[config.mk]
export PLATFORM = sky130hd
export DESIGN_NAME = serial_add_seq
export DESIGN_NICKNAME = d
export VERILOG_FILES = /design/src/rtl/serial_add_pkg.sv /design/src/rtl/serial_add_seq_fa.sv /design/src/rtl/serial_add_seq.sv
export SDC_FILE = /design/constraint.sdc
export NUM_CORES = 1
export LEC_CHECK = 0
export ABC_AREA = 1
export ABC_CLOCK_PERIOD_IN_PS = 1500
export BUFFER_PORTS_ARGS = -buffer_cell sky130_fd_sc_hd__buf_2
export CAP_MARGIN = 10
export CORE_MARGIN = 1
export CORE_UTILIZATION = 54
export CTS_CLUSTER_DIAMETER = 100
export CTS_CLUSTER_SIZE = 20
export DETAILED_ROUTE_END_ITERATION = 6
export PLACE_DENSITY = 0.78
export SLEW_MARGIN = 30
export SYNTH_ARGS = -nofsm -noshare
export SYNTH_HDL_FRONTEND = slang
export SYNTH_HIERARCHICAL = 1
export SYNTH_SLANG_ARGS = --single-unit
[constraint.sdc]
create_clock -name clk -period 1.5 [get_ports clk]
set_input_delay 0.225 -clock clk [delete_from_list [all_inputs] [get_ports clk]]
set_output_delay 0.225 -clock clk [all_outputs]
set_load 0.03 [all_outputs]
[src/rtl/serial_add_pkg.sv]
// serial_add_pkg: shared state encoding for the bit-serial adder controller
package serial_add_pkg;
  typedef enum logic [1:0] {
    ST_IDLE = 2'd0,
    ST_RUN  = 2'd1,
    ST_DONE = 2'd2
  } state_t;
endpackage

[src/rtl/serial_add_seq_fa.sv]
// full_adder: single-bit combinational full adder
module full_adder (
  input  logic a,
  input  logic b,
  input  logic cin,
  output logic sum,
  output logic cout
);
  assign sum  = a ^ b ^ cin;
  assign cout = (a & b) | (cin & (a ^ b));
endmodule

[src/rtl/serial_add_seq.sv]
// serial_add_seq: WIDTH-cycle bit-serial adder built around one shared full_adder
module serial_add_seq
  import serial_add_pkg::*;
#(
  parameter int WIDTH = 8
) (
  input  logic             clk,
  input  logic             rst,
  input  logic             start,
  input  logic [WIDTH-1:0] a,
  input  logic [WIDTH-1:0] b,
  input  logic             cin,
  output logic             busy,
  output logic             done,
  output logic [WIDTH-1:0] sum,
  output logic             cout
);
  localparam int CW = $clog2(WIDTH);
  state_t           state;
  logic [WIDTH-1:0] a_sr, b_sr, r_sr;
  logic [CW-1:0]    cnt;
  logic             carry, fa_s, fa_c, last;
  full_adder u_fa (.a(a_sr[0]), .b(b_sr[0]), .cin(carry), .sum(fa_s), .cout(fa_c));
  assign busy = state == ST_RUN;
  assign done = state == ST_DONE;
  assign last = cnt == CW'(WIDTH - 1);
  always_ff @(posedge clk or posedge rst) begin
    if (rst) begin
      state <= ST_IDLE;
      a_sr  <= '0;
      b_sr  <= '0;
      r_sr  <= '0;
      carry <= 1'b0;
      cnt   <= '0;
      sum   <= '0;
      cout  <= 1'b0;
    end else if (state == ST_RUN) begin
      a_sr  <= a_sr >> 1;
      b_sr  <= b_sr >> 1;
      r_sr  <= {fa_s, r_sr[WIDTH-1:1]};
      carry <= fa_c;
      cnt   <= cnt + 1'b1;
      if (last) begin
        sum   <= {fa_s, r_sr[WIDTH-1:1]};
        cout  <= fa_c;
        state <= ST_DONE;
      end
    end else if (start) begin
      a_sr  <= a;
      b_sr  <= b;
      carry <= cin;
      cnt   <= '0;
      state <= ST_RUN;
    end else begin
      state <= ST_IDLE;
    end
  end
endmodule

* Word-level counts from Yosys, hierarchy flattened
Cells that the tools add are included.
** Storage, ports and cells
- Flip-flop bits (word level) :: 39
- Bits of input ports :: 20
- Output and inout bits :: 11
- Word-level logic and storage cells :: 31
** Cells by class
- $add $sub $neg :: 1
- Eq/ne operators :: 4
- Multiplexer cells :: 11
- Bitwise operators :: 5
- Reduce and logical (&&, ||, !) cells :: 2
** Operator list (number)
- $mux W8 :: 4
- $mux W3 :: 2
- $mux W2 :: 2
- $add A3 B1 Y3 const B :: 1
- $eq A3 B3 Y1 const B :: 1
- $mux W1 :: 3
- $and A1 B1 Y1 :: 2
- $eq A2 B1 Y1 const B :: 1
- $eq A2 B2 Y1 const B :: 1
- $ne A2 B1 Y1 const B :: 1
- $reduce_and A2 Y1 :: 1
- $reduce_bool A2 Y1 :: 1
- $xor A1 B1 Y1 :: 2
- $or A1 B1 Y1 :: 1

* Longest topological paths before layout
- Depth in word-level cells :: 4
- Gate-level depth with buffers :: 7
- Depth with buffers taken out :: 6

* Modules after synthesis
Netlist, hierarchy kept.
** Modules (own cells, without submodules)
- serial_add_seq :: instances 1, cells an instance 186, area each 1637.8 sq um, sequential area each 950.9 sq um
- full_adder :: instances 1, cells an instance 1, area each 20.0 sq um, sequential area each 0.0 sq um

* Least setup slack after synthesis
No wires, ideal clock.
- Path type :: reg-to-reg
- Start :: register cnt[0]
- End :: register sum[1]
- Setup time :: 0.118 ns
- Arrival time :: 1.090 ns
- Required time :: 1.382 ns
- Path slack :: 0.292 ns
- Stages on the path, launching flop included :: 8
- Path buffers :: 1
- Period minus slack after synthesis :: 1.208 ns
- Cell sequence :: dfrtp_1 ha_1 ha_1 inv_1 nor2_1 buf_4 nand2_1 nand2_1
** On the way
- Word-level cells in the longest chain between the ends :: 2
** RTL lines
- start: declaration :: line serial_add_seq.sv:21 : logic [CW-1:0] cnt;
- start signal: assignment :: line serial_add_seq.sv:42 : cnt <= cnt + 1'b1;
- $eq A3 B3 Y1 :: line serial_add_seq.sv:26 : assign last = cnt == CW'(WIDTH - 1);
- $reduce_and A2 Y1 (no line)
- end signal: assignment :: line serial_add_seq.sv:44 : sum <= {fa_s, r_sr[WIDTH-1:1]};
- end: declaration :: line serial_add_seq.sv:15 : output logic [WIDTH-1:0] sum,
No other way between the ends.
A chain may end at the register's enable or synchronous reset.

* Worst setup path after layout
- Start :: register state[0]
- End :: output port busy
** On the way
- Word-level cells in the longest chain between the ends :: 1
** RTL lines
- start: declaration :: line serial_add_seq.sv:19 : state_t state;
- start signal: assignment :: line serial_add_seq.sv:29 : state <= ST_IDLE;
- start signal: assignment :: line serial_add_seq.sv:46 : state <= ST_DONE;
- start signal: assignment :: line serial_add_seq.sv:53 : state <= ST_RUN;
- $eq A2 B1 Y1 :: line serial_add_seq.sv:24 : assign busy = state == ST_RUN;
- end: declaration :: line serial_add_seq.sv:13 : output logic busy,
No other way between the ends.

==> key figures <==
Outcome
  • Outcome: complete, but fails checks
  • Failing checks: DRC

STA
  • RSZ-0062 raised after global routing: no
  • Setup TNS: 0 ns
  • Fin crit period: 1.40 ns
  • Worst Tran Pin Value: 0.467 ns
  • Fin. Hold Viols: 0
  • Max transition margin: 68.8%
  • Final worst-path cycle share: 93.3%
  • Worst Hold Margin: 0.125 ns
  • Pins Over Slew Limit: 0
  • F_max: 0.714 GHz
  • Clock Skews: 0.0153 ns
  • # setup viols final: 0

Routing
  • 1st-iter DRT viols: 47
  • Post-route DRC: 1
  • Drt via density: 5.31
  • DR vias: 1,344
  • Post-DRT Antenna Nets: 0
  • Drt pass-1 iters: 6
  • Detailed Route WL: 3.10 mm
  • DR WL/cell: 12.2 um

Worst hold path
  • WHS Path Cells: 3
  • HP Class: in2reg

Floorplan
  • Die Height: 57.4 um
  • Core Rows: 19
  • Core Area: 0.00283 mm^2
  • Die ar.: 0.00330 mm^2
  • Die Wd: 57.4 um
  • Num ports: 31
  • Initial core utilization: 58.6%

Cells and area
  • Nets@finish: 244
  • Most common cell after layout, fill and taps aside: nand2_1
  • Register Area: 951 um^2
  • Antenna Cells: 0
  • Syn-to-layout area delta: 14.1%
  • Most frequent cells in the layout: 76 x nand2_1, 47 x nand3_1, 38 x dfrtp_1
  • Area of the multi-input gates: 612 um^2
  • Fill cells: 232
  • Finished Layout Cells: 253
  • Fin util: 66.9%
  • Layout cells sized above 1: 21.6%

Setup path
  • Critical Path AT: 1.17 ns
  • CP Capture Type: output port
  • FF-to-FF setup slack: 0.25 ns
  • Reg-to-Reg Start: state[0]
  • Critical path class: reg2out
  • Crit path to: busy
  • CP startpoint: state[0]
  • CP Launch Type: register
  • Crit path cell chain: inv_2, nor2_4, clkbuf_4
  • Max stage delay on crit path: 0.41 ns
  • CP bufs+invs: 2
  • Worst R2R Path Depth: 6
  • Crit-path max FO: 5
  • Reg2reg end: b_sr[7]
  • Crit-path slowest cell: dfrtp_1
  • Crit path required time: 1.27 ns
  • CP Depth: 3
  • Worst path top cell family by delay: flip-flops

Power
  • Power Total: 3.65 mW
  • Switching Share: 41.0%
  • Maximum vdd drop: 910 uV
  • Pleak: 1.04 nW
  • PwrDens: 1930 mW/mm^2
  • Int Power: 2.16 mW
  • Gate power share: 39.5%
  • Psw: 1.50 mW
  • Sequential power share: 45.7%
  • Clk network pwr share: 14.8%

Yosys
  • Yosys cell types: 13
  • Synth Instances: 187
  • Largest family of logic cells by synthesized area: simple AND/OR/NAND/NOR gates
  • Complex-gate fraction of the synthesized area: 0%
  • Synth warn: 6
  • Synth Area in XOR/XNOR: 0%
  • Syn nets: 210
  • Syn avg cell area: 8.87 um^2
  • Post-Synth Adder-Cell Area: 2.72%
  • Syn Std Cell Area: 0.00166 mm^2
  • Simple-Gate Fraction of Synth Area: 33.7%
  • Register area share after synthesis: 57.4%
  • Flops & latches, synth: 38
  • Post-synthesis mux area share: 0%

Place
  • GPL Wtd Cong: 0.730
  • DP Cell Count: 242
  • Port Buffers: 30
  • HPWL after DPL: 2.15 mm

Clock tree
  • Clock Pin Slew Worst Setup and Hold Paths: 0.11 ns
  • CTS tree: done
  • H-tree levels: 2
  • Maximum clock path buffer count: 2
  • Worst skew pair latency: 0.33 ns
  • Sink Count: 38
  • TritonCTS buffer count: 5
  • Clock Tree Root: clkbuf_4

Global route
  • GRT Util Overall: 21.7%
  • GR Layer Usage met1: 27.6%
  • Met2 GRT Util: 35.5%
  • GR Util met3: 6.80%
  • Number of global-route vias before repair: 1,252
  • Antenna violations before repair: 0
  • Largest net degree at the start of global routing: 40
  • GRT Residual Overflow: 0
  • Most used routing layer: met2
  • First-pass GRT wire length: 5.35 mm

Job
  • Max Cap Violations: 0
## state kept, by name, indices dropped and copies added, names as in the netlist
| signal | count |
|---|---|
| r_sr | 7 |
| b_sr | 8 |
| cnt | 3 |
| carry | 1 |
| state | 2 |
| cout | 1 |
| sum | 8 |
| a_sr | 8 |
## power groups by stage
stage | Clock, mW | Sequential, mW | Combinational [mW]
final | 0.540 | 1.67 | 1.44
after floorplan | 0 | 1.84 | 0.934
after CTS | 0.556 | 1.67 | 1.40
after global routing | 0.599 | 1.72 | 1.65
after global placement | 0 | 1.66 | 1.35
after detailed placement | 0 | 1.69 | 1.40
## worst reg2reg max path, cell delays in order (launching register included)
cell and delay, ns:
dfrtp_1 0.43, inv_2 0.08, nor2_4 0.05, buf_4 0.14
nor2_1 0.31, nand2_1 0.10, nand2_1 0.07
## stage by stage
| stage | instance area (um^2) | worst slack [ns] |
|---|---|---|
| floorplan | 1660 | 0.292 |
| global placement | 1800 | 0.0880 |
| detailed placement | 1800 | 0.0180 |
| CTS | 1870 | 0.00309 |
| global route | 1890 | 0.0394 |
| finish | 1890 | 0.100 |
## metal layers
metal  part of all wire (%)  vias to the layer above  routed length (um)
met3                    4.8                        2                 150
met1                     44                      630                1380
met4                   0.61                        0                  19
met2                     50                       46                1550
li1                       -                      666                   -
met5                      0                        -                   0
## Yosys cell counts, drive strengths merged
master  number  share of area [%]
nor2         5                1.6
ha           2                1.5
buf         10                4.8
nand2       78                 18
fa           1                1.2
nand3       47                 14
inv          6                1.4
dfrtp       38                 57
## area by class of cell
type / count / share of cell area (%)
timing repair buffer: 37 / 11.0
multi-input combinational: 133 / 32.3
sequential: 38 / 50.3
clock inverter: 1 / 0.265
tap: 31 / 2.05
inverter: 6 / 1.19
clock buffer: 7 / 2.91
## what timing repair did
| item | CTS | global route |
|---|---|---|
| resized for setup | 0 | 3 |
| hold buffers | 1 | 0 |
| setup endpoints to repair | 0 | 12 |
| endpoints found under the hold margin | 12 | 0 |
| buffers inserted | 0 | 2 |
## logic make-up after synthesis
kind of cell | count (synthesis)
flops | 38
simple gates | 130
fa+ha+maj | 3
buf+inv | 16
## how the worst min path moves through the flow
stage,start,to
4_1_cts,b[3],b_sr[3]
5_1_grt,a[0],a_sr[0]
2_1_floorplan,a[7],a_sr[7]
3_3_place_gp,rst,b_sr[0]
6_report,b[3],b_sr[3]
3_5_place_dp,rst,b_sr[1]
Power figures use the tool's default switching activity.
